## config.mk

```make
export PLATFORM = sky130hd
export DESIGN_NAME = if_row_sender
export DESIGN_NICKNAME = d
export VERILOG_FILES = /design/src/rtl/if_row_sender.sv
export SDC_FILE = /design/constraint.sdc
export NUM_CORES = 1
export LEC_CHECK = 0
export CAP_MARGIN = 20
export CORE_ASPECT_RATIO = 0.75
export CORE_MARGIN = 5
export CORE_UTILIZATION = 45
export CTS_CLUSTER_SIZE = 30
export DETAILED_ROUTE_END_ITERATION = 12
export PLACE_DENSITY_LB_ADDON = 0.15
export SLEW_MARGIN = 20
export SYNTH_ARGS = -nofsm -noshare
export SYNTH_HDL_FRONTEND = slang
export SYNTH_SLANG_ARGS = --single-unit
```

## constraint.sdc

```tcl
create_clock -name i_clk -period 5.6 [get_ports i_clk]
set_clock_uncertainty 0.2 [all_clocks]
set_input_delay 0.56 -clock i_clk [delete_from_list [all_inputs] [get_ports i_clk]]
set_output_delay 0.56 -clock i_clk [all_outputs]
set_load 0.02 [all_outputs]
```

## src/rtl/if_row_sender.sv

```systemverilog
// Row sender: reads one row of pixels from the IF buffer SRAM and forwards
// them to the IF scratchpad through a 2-entry skid FIFO with valid/ready.
module if_row_sender #(
  parameter int DWd     = 16,
  parameter int ConfDWd = 4,
  parameter int AddrWd  = 10
) (
  input  logic               i_clk,
  input  logic               i_rstn,
  input  logic               i_start,
  input  logic               i_reset,
  input  logic               i_stall,
  input  logic [ConfDWd-1:0] i_IFLen,
  input  logic [AddrWd-1:0]  i_base_addr,
  output logic               o_sram_ce,
  output logic [AddrWd-1:0]  o_sram_addr,
  input  logic [DWd-1:0]     i_sram_rdata,
  output logic               o_pix_valid,
  input  logic               i_pix_ready,
  output logic [DWd-1:0]     o_pix_data,
  output logic               o_pix_zero,
  output logic               o_busy,
  output logic               o_done
);

  typedef enum logic [1:0] {IDLE, RUN, DRAIN} state_t;

  state_t             r_state;
  logic [ConfDWd-1:0] r_len, r_issued, r_popped;
  logic [AddrWd-1:0]  r_base, r_addr;
  logic               r_inflight;
  logic               r_done;
  logic [DWd-1:0]     r_mem [2];
  logic               r_wptr, r_rptr;
  logic [1:0]         r_cnt;

  logic               w_pop, w_issue;
  logic [2:0]         w_occ;
  logic [AddrWd-1:0]  w_cur_addr;

  assign w_pop      = (r_cnt != 2'd0) && i_pix_ready;
  // Occupancy after this cycle's pop: buffered plus the read still in flight.
  assign w_occ      = {1'b0, r_cnt} + {2'b0, r_inflight} - {2'b0, w_pop};
  assign w_cur_addr = r_base + AddrWd'(r_issued);
  assign w_issue    = (r_state == RUN) && !i_stall && !i_reset &&
                      (r_issued != r_len) && (w_occ < 3'd2);

  assign o_sram_ce   = w_issue;
  assign o_sram_addr = w_issue ? w_cur_addr : r_addr;
  assign o_pix_valid = (r_cnt != 2'd0);
  assign o_pix_data  = r_mem[r_rptr];
  assign o_pix_zero  = (o_pix_data == '0);
  assign o_busy      = (r_state != IDLE);
  assign o_done      = r_done;

  always_ff @(posedge i_clk or negedge i_rstn) begin
    if (!i_rstn) begin
      r_addr <= '0;
    end else if (w_issue) begin
      r_addr <= w_cur_addr;
    end
  end

  // Data returned one cycle after the read; a flush drops it on the floor.
  always_ff @(posedge i_clk or negedge i_rstn) begin
    if (!i_rstn) begin
      r_inflight <= 1'b0;
      r_mem[0]   <= '0;
      r_mem[1]   <= '0;
      r_wptr     <= 1'b0;
      r_rptr     <= 1'b0;
      r_cnt      <= 2'd0;
    end else if (i_reset) begin
      r_inflight <= 1'b0;
      r_wptr     <= 1'b0;
      r_rptr     <= 1'b0;
      r_cnt      <= 2'd0;
    end else begin
      r_inflight <= w_issue;
      if (r_inflight) begin
        r_mem[r_wptr] <= i_sram_rdata;
        r_wptr        <= ~r_wptr;
      end
      if (w_pop) r_rptr <= ~r_rptr;
      r_cnt <= r_cnt + {1'b0, r_inflight} - {1'b0, w_pop};
    end
  end

  always_ff @(posedge i_clk or negedge i_rstn) begin
    if (!i_rstn) begin
      r_state  <= IDLE;
      r_len    <= '0;
      r_base   <= '0;
      r_issued <= '0;
      r_popped <= '0;
      r_done   <= 1'b0;
    end else if (i_reset) begin
      r_state  <= IDLE;
      r_issued <= '0;
      r_popped <= '0;
      r_done   <= 1'b0;
    end else begin
      r_done <= 1'b0;
      case (r_state)
        IDLE: begin
          if (i_start) begin
            if (i_IFLen == '0) begin
              r_done <= 1'b1;
            end else begin
              r_state  <= RUN;
              r_len    <= i_IFLen;
              r_base   <= i_base_addr;
              r_issued <= '0;
              r_popped <= '0;
            end
          end
        end
        RUN: begin
          if (w_issue) begin
            r_issued <= r_issued + ConfDWd'(1);
            if (r_issued + ConfDWd'(1) == r_len) r_state <= DRAIN;
          end
          if (w_pop) r_popped <= r_popped + ConfDWd'(1);
        end
        DRAIN: begin
          if (w_pop) begin
            r_popped <= r_popped + ConfDWd'(1);
            if (r_popped + ConfDWd'(1) == r_len) begin
              r_state <= IDLE;
              r_done  <= 1'b1;
            end
          end
        end
        default: r_state <= IDLE;
      endcase
    end
  end

endmodule

```

== Word-level counts from Yosys, hierarchy flattened ==
Cells that the tools add are included.

* Div/mod/pow operators: 0
* Mux-type cells: 35
* Reduce and logical (&&, ||, !) cells: 23
* Add/sub/neg operators: 7
* Multipliers: 0
* Bitwise operators: 6
* Order comparisons: 4
* Shift operators: 0
* Equality and inequality tests: 12

{| class="wikitable"
|+ Operators with widths
! operator !! number
|-
| 16-bit 2-to-1 mux || 4
|-
| 32-bit bitwise mux || 1
|-
| 4-bit 2-to-1 mux || 6
|-
| 16-bit demux with 1-bit select || 1
|-
| 16-bit zero test || 1
|-
| 2-bit 2-to-1 mux || 8
|-
| 4-bit case mux with 2 select lines || 2
|-
| 3-bit inequality test (second input constant) || 5
|-
| 4-bit AND reduction || 3
|-
| 10-bit by 4-bit adder with 10-bit output || 1
|-
| 1-bit 2-to-1 mux || 10
|-
| 10-bit 2-to-1 mux || 1
|-
| 4-bit by 1-bit adder with 4-bit output (second input constant) || 2
|-
| 4-bit == test || 2
|-
| 2-bit nonzero test || 4
|-
| 1-bit logical AND || 6
|-
| 2-bit case mux with 3 select lines || 1
|-
| 6-bit AND reduction || 1
|-
| 3-bit nonzero test || 2
|-
| 2-bit greater-or-equal comparator (second input constant) || 2
|-
| 4-bit zero test || 1
|-
| 4-bit inequality test || 1
|-
| 1-bit NOT || 4
|-
| 1-bit NOT with 2-bit output || 2
|-
| other kinds (15) || 16
|}

* Memories: 0
* Output and inout port bits: 31
* Bits of input ports: 36
* Bits in latches: 0
* Bits in registers: 72
* Memory bits (writable): 0
* Logic and storage cells: 100
* Bits in read-only memories: 0

== Longest topological paths before layout ==
Gate-level depths: netlist (run 1).

* Word-level depth: 8
* Mapped depth: 12

== Least setup slack after synthesis (run 1) ==
Ideal clock, no wire load.

* Path kind: input port to output port
* Start: input port i_pix_ready
* End: output port o_sram_addr[1]
* Path buffers: 1
* Setup slack: 1.888 ns
* Stages on the path: 10
* Required time: 4.840 ns
* Arrival time: 2.952 ns
* Path through: o21a_1 > ha_1 > inv_1 > ha_1 > inv_1 > fa_1 > nand2b_1 > nor4_4 > buf_2 > mux2i_1

* Longest elaborated chain between the ends: 5

{| class="wikitable"
|+ RTL lines
! what !! RTL line !! source
|-
| start: declaration || 19 || <nowiki>input logic i_pix_ready,</nowiki>
|-
| 1-bit logical AND || 41 || <nowiki>assign w_pop = (r_cnt != 2'd0) && i_pix_ready;</nowiki>
|-
| 3-bit by 1-bit subtractor with 3-bit output || 43 || <nowiki>assign w_occ = {1'b0, r_cnt} + {2'b0, r_inflight} - {2'b0, w_pop};</nowiki>
|-
| 3-bit by 2-bit less-than comparator with 1-bit output || 46 || <nowiki>(r_issued != r_len) && (w_occ < 3'd2);</nowiki>
|-
| 1-bit logical AND || 46 ||
|-
| net o_sram_ce || 15 || <nowiki>output logic o_sram_ce,</nowiki>
|-
| 10-bit 2-to-1 mux || - ||
|-
| end: declaration || 16 || <nowiki>output logic [AddrWd-1:0] o_sram_addr,</nowiki>
|}

The timed path passes the listed nets, and every way through them passes these cells.

== Worst setup path in the final report (run 1) ==
* Start: input port i_pix_ready
* End: output port o_sram_addr[2]

* Longest elaborated chain between the ends: 5

{| class="wikitable"
|+ RTL lines
! what !! RTL line
|-
| 1-bit logical AND || 41
|-
| 3-bit by 1-bit subtractor with 3-bit output || 43
|-
| 3-bit by 2-bit less-than comparator with 1-bit output || 46
|-
| 1-bit logical AND || 46
|-
| 10-bit 2-to-1 mux || -
|}

No other way between the ends.

==> flow_metrics.py, run 1 <==
metrics = {
    "timing": {
        "drv_slew": 0,
        "fin_crit_ns": 4.62,
        "tightest_slew_ns": 0.896,
        "finalCritPeriodShare_pct": 82.6,
        "rsz0062_at_grt": "no",
        "max_slew_margin_pct": 40.3,
        "final-setup-viol-count": 0,
        "fmax_ghz": 0.216,
        "hold_viol_final": 0,
        "setup_tns_ns": 0,
    },
    "final_layout": {
        "multi_input_area_um2": 1730,
        "drive_gt1_share_pct": 21.1,
        "stdcell_area_um2": 4670,
        "seqCellArea_um2": 1800,
        "nets": 437,
        "antenna-diode-count": 0,
        "synthToLayoutAreaGrowth_pct": 28.0,
        "fillerInstances": 659,
    },
    "clocking": {
        "cts_resized": 0,
        "clock_sinks": 72,
        "root_buffer": "clkbuf_8",
        "postCtsSetupRepairBufs": 0,
        "cts_max_level": 3,
        "postCtsHoldBufs": 0,
        "cts_buffer_depth": 2,
        "clock_latency_ns": 0.35,
        "numCtsBuffers": 9,
        "cts.reportedPaths.clkPinSlew_ns": 0.08,
        "tritoncts": "done",
    },
    "routing": {
        "drt.antenna.violating_nets": 0,
        "post-route-drc-count": 0,
        "vias_per_cell": 5.21,
        "vias": 2597,
        "dr.first_iter.drc_count": 68,
        "wire_per_inst_um": 15.6,
        "drt-total-wl_um": 7770,
        "drtPass1Iterations": 4,
    },
    "grt": {
        "grt_pass1_vias": 2721,
        "antenna_found_initial": 0,
        "grt_usage_pct": 16.9,
        "gr-total-overflow": 0,
        "grt_start_max_net_pins": 73,
        "grt_pass1_wl_um": 13200,
    },
    "logic_synthesis": {
        "synth_warnings": 0,
        "synth-seq-cells": 72,
        "ys_async_sr_fraction_pct": 100,
        "synth_edf_count": 0,
        "syn_inst": 317,
        "syn_area_per_cell_um2": 11.5,
        "ys_seq_area_share_pct": 49.4,
        "netlist.area_leader.share_pct": 49.4,
        "ys_types": 45,
        "synth_area_um2": 3650,
        "synth_fp_nets": 366,
        "synth_top_cell_by_area": "dfrtp_1",
        "yosys-top-cells-area": "dfrtp_1, mux2_2, ha_1",
        "synthFlopType": "dfrtp_1",
    },
    "power_and_ir_drop": {
        "p_leak_nw": 2.11,
        "cellPowerDensity_nw_per_um2": 547,
        "ir_drop_v": 0.000249,
    },
    "placed_design": {
        "place_congestion": 0.803,
        "portBuffers": 66,
        "place_area_um2": 4430,
        "hpwl_um": 5630,
    },
    "setup_path": {
        "crit_start": "i_pix_ready",
        "worstPathMaxFanout": 16,
        "worst-setup-path-type": "in2out",
        "cp.arrival_ns": 3.86,
        "r2r_start": "r_cnt[1]$_DFF_PN0_",
        "rrSetupSlack_ns": 2.40,
        "crit_end": "o_sram_addr[2]",
        "cp.required_ns": 4.84,
        "worstSetupStartpointType": "input pin",
        "crit_path_end_kind": "output port",
        "r2r_end": "r_state[0]$_DFFE_PN0P_",
        "r2r_cells": 12,
    },
    "die": {
        "die_w_um": 114,
        "die_h_um": 88.0,
        "fp.dieArea_um2": 10000,
        "io_pins": 67,
        "row_count": 28,
        "start_util_pct": 46.3,
        "fp.coreArea_um2": 7880,
    },
    "run": {
        "cap_violations": 0,
    },
    "hold_path": {
        "min_path_type": "in2async",
    },
    "outcome": {
        "status": "completed",
    },
}
-- cell usage in the layout (no fill, tap or decap), types with 2 or more instances in the layout --
cell type        count
a22o_1               5
nor4_1               5
buf_4                5
xor2_1               9
fa_1                 2
o21a_1               2
nand3_1              6
a21oi_1              7
a31oi_1              5
nor3_1               3
dfrtp_1             72
o22ai_1              4
ha_1                11
or3_1                2
mux2i_1              3
nor2b_1              5
mux2_2              55
xnor2_1             13
nand2b_1             3
or2_2                2
a32oi_1              2
clkinv_4             2
clkdlybuf4s50_1     65
o21ai_0              7
and4_1               2
a21o_1               2
nand2_1             34
nor2_1               9
bufinv_16            3
clkbuf_8             9
inv_1               18
o211ai_1             2
-- cells in the mapped netlist (6+ instances only) --
| cell | number |
|---|---|
| inv_1 | 18 |
| nand3_1 | 6 |
| mux2_2 | 55 |
| ha_1 | 11 |
| nor2_1 | 9 |
| clkbuf_1 | 6 |
| nand2_1 | 34 |
| dfrtp_1 | 72 |
| a21oi_1 | 7 |
| xnor2_1 | 13 |
| o21ai_0 | 7 |
| xor2_1 | 9 |
-- area by class of cell --
type                       instances  area share [%]
sequential                        72            38.6
multi-input combinational        216            37.1
timing repair buffer              71            14.8
tap                              105            2.81
clock buffer                       9            2.65
clock inverter                     7            2.57
inverter                          18            1.45
-- critical path: stages --
cell	delay, ns
clkdlybuf4s50_1	0.46
o21a_1	0.21
ha_1	0.26
inv_1	0.06
ha_1	0.13
inv_1	0.05
fa_1	0.51
nand2b_1	0.13
nor4_4	0.31
buf_4	0.29
mux2_2	0.37
clkdlybuf4s50_1	0.54
-- registers in the layout (all words and copies together) (netlist names) --
| register | cells |
|---|---|
| o_done | 1 |
| r_addr | 10 |
| r_base | 10 |
| r_cnt | 2 |
| r_inflight | 1 |
| r_issued | 4 |
| r_len | 4 |
| r_mem | 32 |
| r_popped | 4 |
| r_rptr | 1 |
| r_state | 2 |
| r_wptr | 1 |
-- power by group --
part           internal [W]  switching, W
combinational      0.000606      0.000584
sequential         0.000712      0.000154
clock              0.000296      0.000200
total               0.00161      0.000938
-- routing by layer --
layer	vias to the layer above	share of wire (%)	GRT usage (%)
li1	1262	-	-
met1	1280	48	22.3
met2	50	46	26.9
met3	5	5.3	5.87
met4	0	0.68	4.53
met5	-	0	0
-- cell families (layout without fill, tap and decap cells) --
logic type      count (synthesis)  in the layout  share of synthesized area (%)
compound gates                 42             42                           7.75
fa+ha+maj                      13             13                           4.87
mux                            58             58                           17.8
simple gates                   81             81                           11.8
flops                          72             72                           49.4
xor+xnor                       22             22                           5.28
buf+inv                        29            105                           3.15
-- per-stage QoR --
stage | util (%) | total power, W | cells | setup WS, ns | hold WS (ns)
finish | 59.2 | 0.00255 | 498 | 0.975 | 0.200
global route | 59.2 | 0.00274 | 498 | 0.739 | 0.291
CTS | 59.2 | 0.00258 | 498 | 0.949 | 0.243
detailed placement | 56.1 | 0.00207 | 482 | 0.956 | 0.268
global placement | 56.1 | 0.00204 | 482 | 1.01 | 0.265
floorplan | - | 0.00162 | 317 | 1.89 | 0.0644
-- worst min path at each step --
stage | slack (ns) | endpoint
after floorplan | 0.06 | o_done$_DFF_PN0_
after global placement | 0.27 | r_base[2]$_DFFE_PN0P_
after detailed placement | 0.27 | r_base[2]$_DFFE_PN0P_
after CTS | 0.24 | r_addr[9]$_DFF_PN0_
after global routing | 0.29 | r_addr[9]$_DFF_PN0_
final | 0.20 | r_addr[9]$_DFF_PN0_
Power figures use the tool's default switching activity.
==> run 2: changes to the inputs <==
==> constraint.sdc (replaced) <==
create_clock -name i_clk -period 4.5 [get_ports i_clk]
set_clock_uncertainty 0.2 [all_clocks]
set_input_delay 0.45 -clock i_clk [delete_from_list [all_inputs] [get_ports i_clk]]
set_output_delay 0.45 -clock i_clk [all_outputs]
set_load 0.02 [all_outputs]
==> flow_metrics.py, run 2 (same netlist as run 1, synthesis figures left out) <==
metrics = {
    "outcome": {
        "status": "completed",
    },
    "setup_path": {
        "cp.required_ns": 3.85,
        "r2r_end": "r_issued[1]$_DFFE_PN0P_",
        "crit_end": "o_sram_addr[0]",
        "cp.arrival_ns": 3.65,
        "cp_top_family": "buffers and inverters",
        "slowest_stage": "clkdlybuf4s50_1",
        "rrSetupSlack_ns": 1.28,
        "crit_cells": 11,
        "worstSetupStartpointType": "flip-flop",
        "cpPeakStageDelay_ns": 0.54,
        "crit_buf_inv": 4,
        "worst-setup-path-type": "reg2out",
        "crit_path_end_kind": "output port",
        "crit_start": "r_cnt[1]$_DFF_PN0_",
        "r2r_cells": 12,
        "worstPathMaxFanout": 16,
        "r2r_start": "r_cnt[1]$_DFF_PN0_",
        "crit_chain": "o21a_1 > ha_1 > inv_1 > ha_1 > inv_1 > fa_1 > nand2b_1 > nor4_4 > buf_4 > mux2_2 > clkdlybuf4s50_1",
    },
    "grt": {
        "grt_usage_pct": 16.2,
        "gr-total-overflow": 0,
        "grt_pass1_wl_um": 12900,
        "grt_start_max_net_pins": 46,
        "antenna_found_initial": 0,
        "grt_pass1_vias": 2689,
    },
    "final_layout": {
        "largest_reg_flops": 32,
        "seqCellArea_um2": 1800,
        "synthToLayoutAreaGrowth_pct": 29.8,
        "fillerInstances": 671,
        "top_register": "r_mem",
        "multi_input_area_um2": 1730,
        "antenna-diode-count": 0,
        "nets": 439,
        "final_cell_mix": "dfrtp_1, clkdlybuf4s50_1, mux2_2",
        "final_common_cell": "dfrtp_1",
        "reg_top3": "r_mem (32), r_addr (10), r_base (10)",
        "drive_gt1_share_pct": 21.3,
    },
    "routing": {
        "drt-total-wl_um": 7530,
        "wire_per_inst_um": 15.1,
        "vias_per_cell": 5.19,
        "drt.antenna.violating_nets": 0,
        "post-route-drc-count": 0,
        "drtPass1Iterations": 4,
        "dr.first_iter.drc_count": 102,
        "vias": 2593,
    },
    "clocking": {
        "cts_buffer_depth": 2,
        "cts_resized": 0,
        "clock_latency_ns": 0.34,
        "tritoncts": "done",
        "clock_sinks": 72,
        "cts.reportedPaths.clkPinSlew_ns": 0.08,
        "numCtsBuffers": 9,
        "postCtsSetupRepairBufs": 0,
        "cts_max_level": 3,
        "root_buffer": "clkbuf_8",
    },
    "placed_design": {
        "place_congestion": 0.802,
        "hpwl_um": 5620,
        "portBuffers": 66,
    },
    "die": {
        "row_count": 28,
        "die_w_um": 114,
        "fp.coreArea_um2": 7880,
        "fp.dieArea_um2": 10000,
        "start_util_pct": 46.3,
        "io_pins": 67,
        "die_h_um": 88.0,
    },
    "hold_path": {
        "worst_hold_path.num_cells": 2,
        "min_path_type": "reg2reg",
        "hold_start": "r_base[0]$_DFFE_PN0P_",
    },
    "timing": {
        "tightest_slew_ns": 0.868,
        "hold_viol_final": 0,
        "setup_tns_ns": 0,
        "fin_crit_ns": 4.30,
        "fmax_ghz": 0.232,
        "drv_slew": 0,
        "rsz0062_at_grt": "no",
        "finalCritPeriodShare_pct": 95.6,
        "max_slew_margin_pct": 42.0,
        "final-setup-viol-count": 0,
    },
    "run": {
        "cap_violations": 0,
    },
    "power_and_ir_drop": {
        "cellPowerDensity_nw_per_um2": 693,
        "ir_drop_v": 0.000353,
        "p_leak_nw": 2.14,
        "fin_total_pwr_w": 0.00328,
    },
}
==> run 2: area by class of cell <==
| cell class | count | share of cell area [%] |
|---|---|---|
| Inverter | 18 | 1.43 |
| Clock inverter | 7 | 3.51 |
| Timing Repair Buffer | 73 | 15.1 |
| Sequential cell | 72 | 38.0 |
| Tap cell | 105 | 2.77 |
| Clock buffer | 9 | 2.62 |
| Multi-Input combinational cell | 216 | 36.6 |
==> run 2: where the power goes <==
group / total, W / internal (W) / leakage, nW / switching (W)
combinational: 0.00148 / 0.000760 / 1.06 / 0.000724
sequential: 0.00107 / 0.000886 / 0.937 / 0.000184
clock: 0.000730 / 0.000482 / 0.140 / 0.000247
total: 0.00328 / 0.00213 / 2.14 / 0.00115
==> run 2: metal layers <==
layer  wire length [µm]  global-route usage [%]  share of wire, %  vias up
met4                 59                    3.56              0.78        0
met5                  0                       0                 0        -
met3                375                    4.97               5.0        6
met1               3700                    22.4                49     1261
met2               3390                    25.3                45       53
li1                   -                       -                 -     1273
==> run 2: metrics by stage <==
step | setup slack (ns) | utilization [%] | hold WS, ns | cell area, µm² | instances
CTS | 0.156 | 59.9 | 0.0899 | 4720 | 499
finish | 0.198 | 60.1 | 0.290 | 4740 | 500
global route | 0.0199 | 60.1 | 0.322 | 4740 | 500
detailed placement | 0.190 | 56.2 | 0.273 | 4430 | 483
global placement | 0.226 | 56.2 | 0.266 | 4430 | 483
floorplan | 0.952 | - | -0.0456 | 3650 | 317
==> run 2: worst min-delay path, cell delays in order, from the launching register on <==
cell	delay, ns
dfrtp_1	0.35
nand2_1	0.05
nand2_1	0.06
==> run 2: how the worst min path moves through the flow <==
stage	to	slack, ns
5_1_grt	r_base[0]$_DFFE_PN0P_	0.32
3_3_place_gp	r_base[2]$_DFFE_PN0P_	0.27
2_1_floorplan	o_done$_DFF_PN0_	-0.05
3_5_place_dp	r_base[0]$_DFFE_PN0P_	0.27
4_1_cts	r_addr[7]$_DFF_PN0_	0.09
6_report	r_base[0]$_DFFE_PN0P_	0.29
==> run 2: timing repair <==
action                     4_1_cts  5_1_grt
hold endpoints to repair         0       44
setup endpoints to repair        0        0
hold buffers                     0        1
